===== config.mk =====
export PLATFORM = sky130hd
export DESIGN_NAME = s444_cfg_loader
export DESIGN_NICKNAME = d
export VERILOG_FILES = /design/src/rtl/s444_cfg_loader.sv
export SDC_FILE = /design/constraint.sdc
export NUM_CORES = 1
export LEC_CHECK = 0
export BUFFER_PORTS_ARGS = -buffer_cell sky130_fd_sc_hd__buf_2
export CAP_MARGIN = 0
export CORE_MARGIN = 2
export CORE_UTILIZATION = 41
export CTS_CLUSTER_DIAMETER = 50
export DETAILED_ROUTE_END_ITERATION = 6
export SLEW_MARGIN = 20
export SYNTH_ARGS = -nofsm -noshare
export SYNTH_HDL_FRONTEND = slang
export SYNTH_SLANG_ARGS = --single-unit

===== constraint.sdc =====
create_clock -name clock -period 1.7 [get_ports clock]
set_input_delay 0.085 -clock clock [delete_from_list [all_inputs] [get_ports clock]]
set_output_delay 0.085 -clock clock [all_outputs]
set_load 0.02 [all_outputs]

===== src/rtl/s444_cfg_loader.sv =====
// Byte-stream to scan-chain configuration loader for the S444 logic cell.
// Optional readback CRC check is enabled by defining S444_CFG_READBACK_EN.
module s444_cfg_loader #(
    parameter int CHAIN_LEN = 64,
    parameter int CNT_W     = 12
) (
    input  logic       clock,
    input  logic       reset,
    input  logic       start,
    input  logic       abort,
    input  logic [7:0] in_data,
    input  logic       in_valid,
    output logic       in_ready,
    output logic       cfg_shift_in,
    output logic       cfg_en,
    input  logic       cfg_shift_out,
    output logic       busy,
    output logic       done,
    output logic       error
);

    typedef enum logic [2:0] {
        S_IDLE   = 3'd0,
        S_WAIT   = 3'd1,
        S_SHIFT  = 3'd2,
`ifdef S444_CFG_READBACK_EN
        S_VERIFY = 3'd3,
`endif
        S_DONE   = 3'd4
    } state_t;

    localparam logic [CNT_W-1:0] LAST_BIT = CNT_W'(CHAIN_LEN - 1);

    state_t           r_state;
    state_t           w_next;
    logic [CNT_W-1:0] r_cnt;
    logic [2:0]       r_bitidx;
    logic [7:0]       r_shreg;
    logic             r_shift_in;
    logic             r_en;
    logic             w_accept;
    logic             w_begin;
    logic             w_last_bit;
    logic             w_byte_end;

    assign w_last_bit = (r_cnt == LAST_BIT);
    assign w_byte_end = (r_bitidx == 3'd7);

    always_ff @(posedge clock) begin
        if (reset) begin
            r_state <= S_IDLE;
        end else begin
            r_state <= w_next;
        end
    end

    always_comb begin
        w_next   = r_state;
        in_ready = 1'b0;
        w_accept = 1'b0;
        w_begin  = 1'b0;
        case (r_state)
            S_IDLE, S_DONE: begin
                if (start) begin
                    w_next  = S_WAIT;
                    w_begin = 1'b1;
                end
            end
            S_WAIT: begin
                in_ready = 1'b1;
                if (in_valid) begin
                    w_next   = S_SHIFT;
                    w_accept = 1'b1;
                end
            end
            S_SHIFT: begin
                if (w_last_bit) begin
`ifdef S444_CFG_READBACK_EN
                    w_next = S_VERIFY;
`else
                    w_next = S_DONE;
`endif
                end else if (w_byte_end) begin
                    w_next = S_WAIT;
                end
            end
`ifdef S444_CFG_READBACK_EN
            S_VERIFY: begin
                if (w_last_bit) begin
                    w_next = S_DONE;
                end
            end
`endif
            default: w_next = S_IDLE;
        endcase
        // abort overrides every other event, including a byte offered this cycle
        if (abort) begin
            w_next   = S_IDLE;
            in_ready = 1'b0;
            w_accept = 1'b0;
            w_begin  = 1'b0;
        end
    end

`ifdef S444_CFG_READBACK_EN
    logic [7:0] r_crc_tx;
    logic [7:0] r_crc_rx;
    logic       r_error;

    function automatic logic [7:0] crc8_upd(input logic [7:0] crc, input logic bit_in);
        logic fb;
        fb = crc[7] ^ bit_in;
        return {crc[6:0], 1'b0} ^ (fb ? 8'h07 : 8'h00);
    endfunction
`endif

    always_ff @(posedge clock) begin
        if (reset) begin
            r_cnt      <= '0;
            r_bitidx   <= '0;
            r_shift_in <= 1'b0;
            r_en       <= 1'b0;
`ifdef S444_CFG_READBACK_EN
            r_crc_tx   <= '0;
            r_crc_rx   <= '0;
            r_error    <= 1'b0;
`endif
        end else begin
            r_en <= (w_next == S_SHIFT)
`ifdef S444_CFG_READBACK_EN
                    || (w_next == S_VERIFY)
`endif
                    ;
            if (w_accept) begin
                r_shreg    <= in_data;
                r_shift_in <= in_data[0];
                r_bitidx   <= '0;
            end
            // r_shift_in is the bit on the pins this cycle; preload the next one
            if (r_state == S_SHIFT) begin
                r_shreg    <= r_shreg >> 1;
                r_shift_in <= r_shreg[1];
                r_bitidx   <= r_bitidx + 3'd1;
                r_cnt      <= w_last_bit ? '0 : r_cnt + 1'b1;
`ifdef S444_CFG_READBACK_EN
                r_crc_tx   <= crc8_upd(r_crc_tx, r_shift_in);
`endif
            end
`ifdef S444_CFG_READBACK_EN
            if (r_state == S_VERIFY) begin
                r_crc_rx <= crc8_upd(r_crc_rx, cfg_shift_out);
                r_cnt    <= r_cnt + 1'b1;
                if (w_last_bit) begin
                    r_error <= (r_crc_tx != crc8_upd(r_crc_rx, cfg_shift_out));
                end
            end
`endif
            if (w_begin) begin
                r_cnt    <= '0;
                r_bitidx <= '0;
`ifdef S444_CFG_READBACK_EN
                r_crc_tx <= '0;
                r_crc_rx <= '0;
                r_error  <= 1'b0;
`endif
            end
`ifdef S444_CFG_READBACK_EN
            if (abort) begin
                r_error <= 1'b0;
            end
`endif
        end
    end

    assign cfg_en = r_en;
    assign busy   = (r_state != S_IDLE) && (r_state != S_DONE);
    assign done   = (r_state == S_DONE);

`ifdef S444_CFG_READBACK_EN
    // VERIFY recirculates the chain output straight back into its input
    assign cfg_shift_in = (r_state == S_VERIFY) ? cfg_shift_out : r_shift_in;
    assign error        = r_error;
`else
    logic w_unused_shift_out;
    assign w_unused_shift_out = cfg_shift_out;
    assign cfg_shift_in       = r_shift_in;
    assign error              = 1'b0;
`endif

endmodule


==> impl_metrics.yaml, run 1 <==
setup_path:
  r2r_slack_ns: -0.06
  cp.required_ns: 1.92
  crit_fanout: 5
  ff2ff_path_depth: 4
  cp_data_arrival_time_ns: 1.99
  path_class: "reg2reg"
  r2r_end: "r_cnt[11]$_SDFFE_PP0P_"
  endpoint_kind: "register"
  timing.rr.start: "r_cnt[11]$_SDFFE_PP0P_"
  critPathLaunchType: "register"
synthesis:
  synth.top_cell.area_share_pct: 32.19
  ys_ff_latch: 27
  synth_fp_nets: 154
  synth_area_mm2: 0.001244
  synth_xor_xnor_area_share_pct: 7.746
  synth_top_family_by_area: "simple AND/OR/NAND/NOR gates"
  yosysSeqAreaShare_pct: 49.09
  ys.flop_type: "dfxtp_1"
  synthAdderAreaFrac_pct: 3.018
  synth_mux_area_share_pct: 1.710
  syn_avg_cell_area_um2: 9.078
  yosysWarnings: 0
  synth_top_cell_by_area: "dfxtp_1"
  synth_edf_count: 7
  syn_inst: 137
  synthDistinctLibCells: 30
  yosys.area_share.simple_pct: 27.87
  synthArstFlopShare_pct: 0
  synth_area_leaders: "dfxtp_1, edfxtp_1, nand2_1, nor2_1, xnor2_1"
  synth_compound_area_share_pct: 7.445
job:
  cap_violations: 0
die:
  core-area_mm2: 0.002829
  die_y_um: 59.08
  die_x_um: 59.08
  floorplan.initialDensity_pct: 43.96
  io_pins: 20
  fp.dieArea_mm2: 0.003490
  fp-row-count: 19
routing:
  vias_per_cell: 5.239
  routed_wl_um: 2461
  antenna_left: 0
  wl_met2_um: 1231
  first_pass_iters: 4
  drcViolationCount: 0
  drt-met1-wl_um: 1123
  drtIter0Drc: 41
  met3RoutedLength_um: 87
  wire_per_inst_um: 12.00
  top_layer: "met4"
  vias: 1074
global_routing:
  grt_overflow: 0
  grt_pass1_wl_um: 4188
  grt_start_max_net_pins: 16
  grt_pass1_vias: 992
  antenna_found_initial: 0
  grt_use_total_pct: 15.83
sta:
  finalSetupViolCount: 11
  period_share_pct: 103.7
  period_minus_slack_ns: 1.762
  finClkSkew_ns: 0.005347
  layout_setup_ws_ns: -0.06207
  rsz0062_at_grt: "true"
  final_max_slew_viol_count: 0
  setup_tns_ns: -0.3712
  fmax_mhz: 567.5
  finalHoldViolCount: 0
layout:
  multi_input_area_um2: 651.9
  num_antenna_cells: 0
  fillCellCount: 251
  area_growth_pct: 26.96
  final_util_pct: 55.82
  drive_gt1_share_pct: 30.46
  final_net_count: 192
  instances_no_fill: 205
  seq_area_um2: 613.1
clock_tree:
  cts_inserted_buffers: 3
  clock_latency_ns: 0.32
  cts_tree: "done"
  clk_pin_slew_ns: 0.15
  cts_buffer_depth: 2
  cts_max_level: 1
  root_buffer: "clkbuf_4"
  cts.sinks: 27
placed_design:
  hpwlAfterDp_um: 1811
  dp_cells: 198
  io_buffer_count: 17
  gp_congestion: 0.7876
pwr:
  clock_power_share_pct: 27.1
  swShare_pct: 22.99
  power.leakage_nw: 0.6434
  intPower_uw: 792.5
  comb_power_share_pct: 8.2
  power-per-cell-area_mw_per_mm2: 651.8
  pwr-share-seq_pct: 64.7
  ir_worst_vdd_uv: 353.0
  switchingPower_uw: 236.6
  p_total_mw: 1.029
min_path:
  hold-path-cell-count: 3
  hold_class: "in2reg"
  holdPathEnd: "r_shreg[1]$_DFFE_PP_"
  hold_start: "in_data[1]"
status:
  violations: "setup timing"
  status: "complete, but fails checks"
[layout by cell type, fill, tap and decap left out, drive strengths merged, types with 2 or more instances in the layout]
| cell | instances |
|---|---|
| nand4 | 3 |
| edfxtp | 7 |
| a21oi | 6 |
| and2 | 2 |
| or3b | 2 |
| nand3 | 5 |
| dlygate4sd3 | 2 |
| or4 | 2 |
| buf | 34 |
| inv | 4 |
| nand2 | 23 |
| clkbuf | 3 |
| nor3 | 2 |
| xnor2 | 9 |
| nor3b | 2 |
| nor2 | 23 |
| nor4 | 5 |
| a22oi | 4 |
| xor2 | 2 |
| o21bai | 2 |
| dfxtp | 20 |
| ha | 3 |
[repair_timing]
item,in CTS,in global routing
hold endpoints to repair,1,1
setup buffers,0,0
hold buffers,1,1
pin swaps,2,9
setup endpoints to repair,13,15
gates cloned,1,0
resized for setup,1,4
[through the flow]
stage	area, µm²	setup WS, ns	hold slack (ns)
global placement	1499	-0.1392	0.3083
finish	1579	-0.06207	0.01458
global route	1579	-0.09868	0.003188
detailed placement	1499	-0.1893	0.3313
CTS	1555	-0.1683	0.005659
floorplan	1267	-0.08052	0.1574
[synth_stat cells, types with 2 or more instances]
cell and instances:
xor2_1 2, nand3_1 5, and2_1 2, dfxtp_1 20, nor4_1 5, nand4_1 3, a22oi_1 4, nor3b_1 2
edfxtp_1 7, ha_1 3, or4_4 2, nor3_1 2, xnor2_1 9, or3b_1 2, nand2_1 23, nor2_1 23
inv_1 4, clkbuf_1 2, a21oi_1 6
[metal layers]
layer  vias to the layer above  GRT usage [%]
met5                         -              0
met4                         0          5.844
met3                         2          2.620
met2                        21          28.10
met1                       505          19.12
li1                        546              -
[final cells by class]
cell class              count  area share, %
clock buffers               3          1.426
clock inverters             1         0.3170
inverters                   4         0.9509
multi-input cells         103          41.28
flip-flops and latches     27          38.83
well taps                  31          2.456
repair buffers             36          14.74
[worst max path at each step]
stage	startpoint	to	slack [ns]	depth (start not counted)
3_3_place_gp	r_cnt[11]$_SDFFE_PP0P_	r_cnt[7]$_SDFFE_PP0P_	-0.14	4
6_report	r_cnt[11]$_SDFFE_PP0P_	r_cnt[11]$_SDFFE_PP0P_	-0.06	4
4_1_cts	r_cnt[11]$_SDFFE_PP0P_	r_cnt[6]$_SDFFE_PP0P_	-0.17	4
2_1_floorplan	r_cnt[6]$_SDFFE_PP0P_	r_cnt[6]$_SDFFE_PP0P_	-0.08	4
3_5_place_dp	r_cnt[11]$_SDFFE_PP0P_	r_cnt[3]$_SDFFE_PP0P_	-0.19	4
5_1_grt	r_cnt[11]$_SDFFE_PP0P_	r_cnt[5]$_SDFFE_PP0P_	-0.1	4
[registers in the layout (all words and copies together), names as in the netlist]
| register | cells |
|---|---|
| cfg_en | 1 |
| r_bitidx | 3 |
| cfg_shift_in | 1 |
| r_cnt | 12 |
| r_shreg | 7 |
| r_state | 3 |
[kinds of logic (layout without fill, tap and decap cells)]
group / count (synthesis) / count (layout)
other cells: 1 / 1
fa+ha+maj: 3 / 3
xor+xnor: 11 / 11
buf+inv: 8 / 44
flops: 27 / 27
mux: 2 / 2
compound gates: 13 / 14
simple gates: 72 / 72
[critical path, stage by stage, from the launching register on]
cell      delay [ns]
dfxtp_2         0.35
or4_4           0.53
or4_4           0.50
o21bai_4        0.22
nor2_1          0.07
[power groups by stage]
stage | sequential [mW] | combinational, mW | clock, mW
6_report | 0.666 | 0.0841 | 0.279
5_1_grt | 0.667 | 0.0937 | 0.313
2_1_floorplan | 0.682 | 0.0431 | 0
3_5_place_dp | 0.680 | 0.0754 | 0
3_3_place_gp | 0.680 | 0.0733 | 0
4_1_cts | 0.666 | 0.0817 | 0.286
(Power assumes the default switching activity.)
==> inputs of run 2 (changes only) <==
Settings changed: TNS_END_PERCENT set to 30.
==> impl_metrics.yaml, run 2 (same netlist as run 1, synthesis figures left out) <==
clock_tree:
  clock_latency_ns: 0.32
  cts_inserted_buffers: 3
  cts.sinks: 27
  cts_buffer_depth: 2
  root_buffer: "clkbuf_4"
  cts_setup_buffers: 0
  cts_tree: "done"
  clk_pin_slew_ns: 0.16
  cts_max_level: 1
sta:
  rsz0062_at_grt: "true"
  finalHoldViolCount: 0
  final_max_slew_viol_count: 0
  period_share_pct: 109.6
  finClkSkew_ns: 0.007948
  layout_setup_ws_ns: -0.1626
  finalSetupViolCount: 14
  fmax_mhz: 536.9
  period_minus_slack_ns: 1.863
global_routing:
  grt_overflow: 0
  grt_use_total_pct: 16.00
  grt_pass1_vias: 1007
  antenna_found_initial: 0
  grt_pass1_wl_um: 4353
  grt_start_max_net_pins: 17
routing:
  drcViolationCount: 0
  wire_per_inst_um: 12.35
  vias: 1061
  antenna_left: 0
  drtIter0Drc: 30
  routed_wl_um: 2520
  vias_per_cell: 5.201
  first_pass_iters: 4
setup_path:
  cp.required_ns: 1.93
  crit_fanout: 5
  r2r_slack_ns: -0.16
  critPathLaunchType: "register"
  path_class: "reg2reg"
  endpoint_kind: "register"
  cp_data_arrival_time_ns: 2.09
pwr:
  comb_power_share_pct: 8.1
  power.leakage_nw: 0.6400
  clock_power_share_pct: 27.4
  p_total_mw: 1.033
  power-per-cell-area_mw_per_mm2: 657.1
  pwr-share-seq_pct: 64.4
  ir_worst_vdd_uv: 490.1
  intPower_uw: 794.0
  switchingPower_uw: 239.4
  swShare_pct: 23.17
die:
  die_y_um: 59.08
  fp.dieArea_mm2: 0.003490
  die_x_um: 59.08
  io_pins: 20
  floorplan.initialDensity_pct: 43.96
  fp-row-count: 19
  core-area_mm2: 0.002829
job:
  cap_violations: 0
layout:
  layout_common_cells: "nand2_1, nor2_1, dfxtp_1"
  drive_gt1_share_pct: 29.48
  largest_register_ffs: 12
  area_growth_pct: 26.46
  fillCellCount: 273
  layout_commonest_cell: "nand2_1"
  top_register: "r_cnt"
  num_antenna_cells: 0
  final_net_count: 191
  reg_top3: "r_cnt x12, r_shreg x7"
placed_design:
  hpwlAfterDp_um: 1835
  gp_congestion: 0.7683
  io_buffer_count: 17
  place_ws_ns: -0.1863
status:
  violations: "setup timing"
  status: "complete, but fails checks"
min_path:
  hold_class: "in2reg"
run 2: what timing repair did:
item | 4_1_cts | 5_1_grt
gates cloned | 1 | 0
hold buffers | 1 | 1
endpoints found under the hold margin | 1 | 1
gates resized for setup | 2 | 3
pin swaps | 2 | 5
endpoints found under the setup margin | 15 | 15
run 2: layer usage:
metal	global-route usage [%]	share of wire, %	routed length [µm]	up-vias
met1	21.57	48	1213	494
met5	0	0	0	-
met4	3.896	0.52	13	0
li1	-	-	-	547
met3	2.620	3.5	89	2
met2	26.83	48	1203	18
run 2: critical path, stage by stage, from the launching register on:
cell,delay [ns]
dfxtp_2,0.35
or4_4,0.54
or4_4,0.59
o21bai_4,0.21
nor2_1,0.08
run 2: path summary, 6_finish.rpt:
path	startpoint	end	depth (start not counted)
hold reg to reg	r_cnt[1]$_SDFFE_PP0P_	r_cnt[1]$_SDFFE_PP0P_	2
hold / removal	in_data[3]	r_shreg[3]$_DFFE_PP_	3
setup / recovery	r_cnt[11]$_SDFFE_PP0P_	r_cnt[11]$_SDFFE_PP0P_	4
setup reg to reg	r_cnt[11]$_SDFFE_PP0P_	r_cnt[11]$_SDFFE_PP0P_	4
run 2: final cells by class:
cell class                 count  area [µm²]  area share (%)
tap                           31       38.79           2.466
timing repair buffer          35       225.2           14.32
clock buffer                   3       22.52           1.432
clock inverter                 1       7.507          0.4773
sequential                    27       611.8           38.90
inverter                       4       15.01          0.9547
multi-input combinational    103       651.9           41.45
run 2: per-stage QoR:
stage	setup TNS, ns	std cells	util [%]	instance area [µm²]	hold WS, ns
global route	-2.621	204	55.59	1573	0.007388
detailed placement	-2.079	197	52.68	1490	0.3226
CTS	-1.986	203	54.93	1554	0.01225
global placement	-1.567	197	52.68	1490	0.3086
finish	-1.843	204	55.59	1573	0.01349
floorplan	-1.079	137	-	1266	0.1574
run 2: power by group through the flow:
stage          Combinational [mW]  Sequential (mW)  Clock [mW]
5_1_grt                    0.0926            0.667       0.318
6_report                   0.0838            0.666       0.284
3_5_place_dp               0.0745            0.680           0
4_1_cts                    0.0811            0.666       0.292
3_3_place_gp               0.0731            0.680           0
2_1_floorplan              0.0431            0.682           0
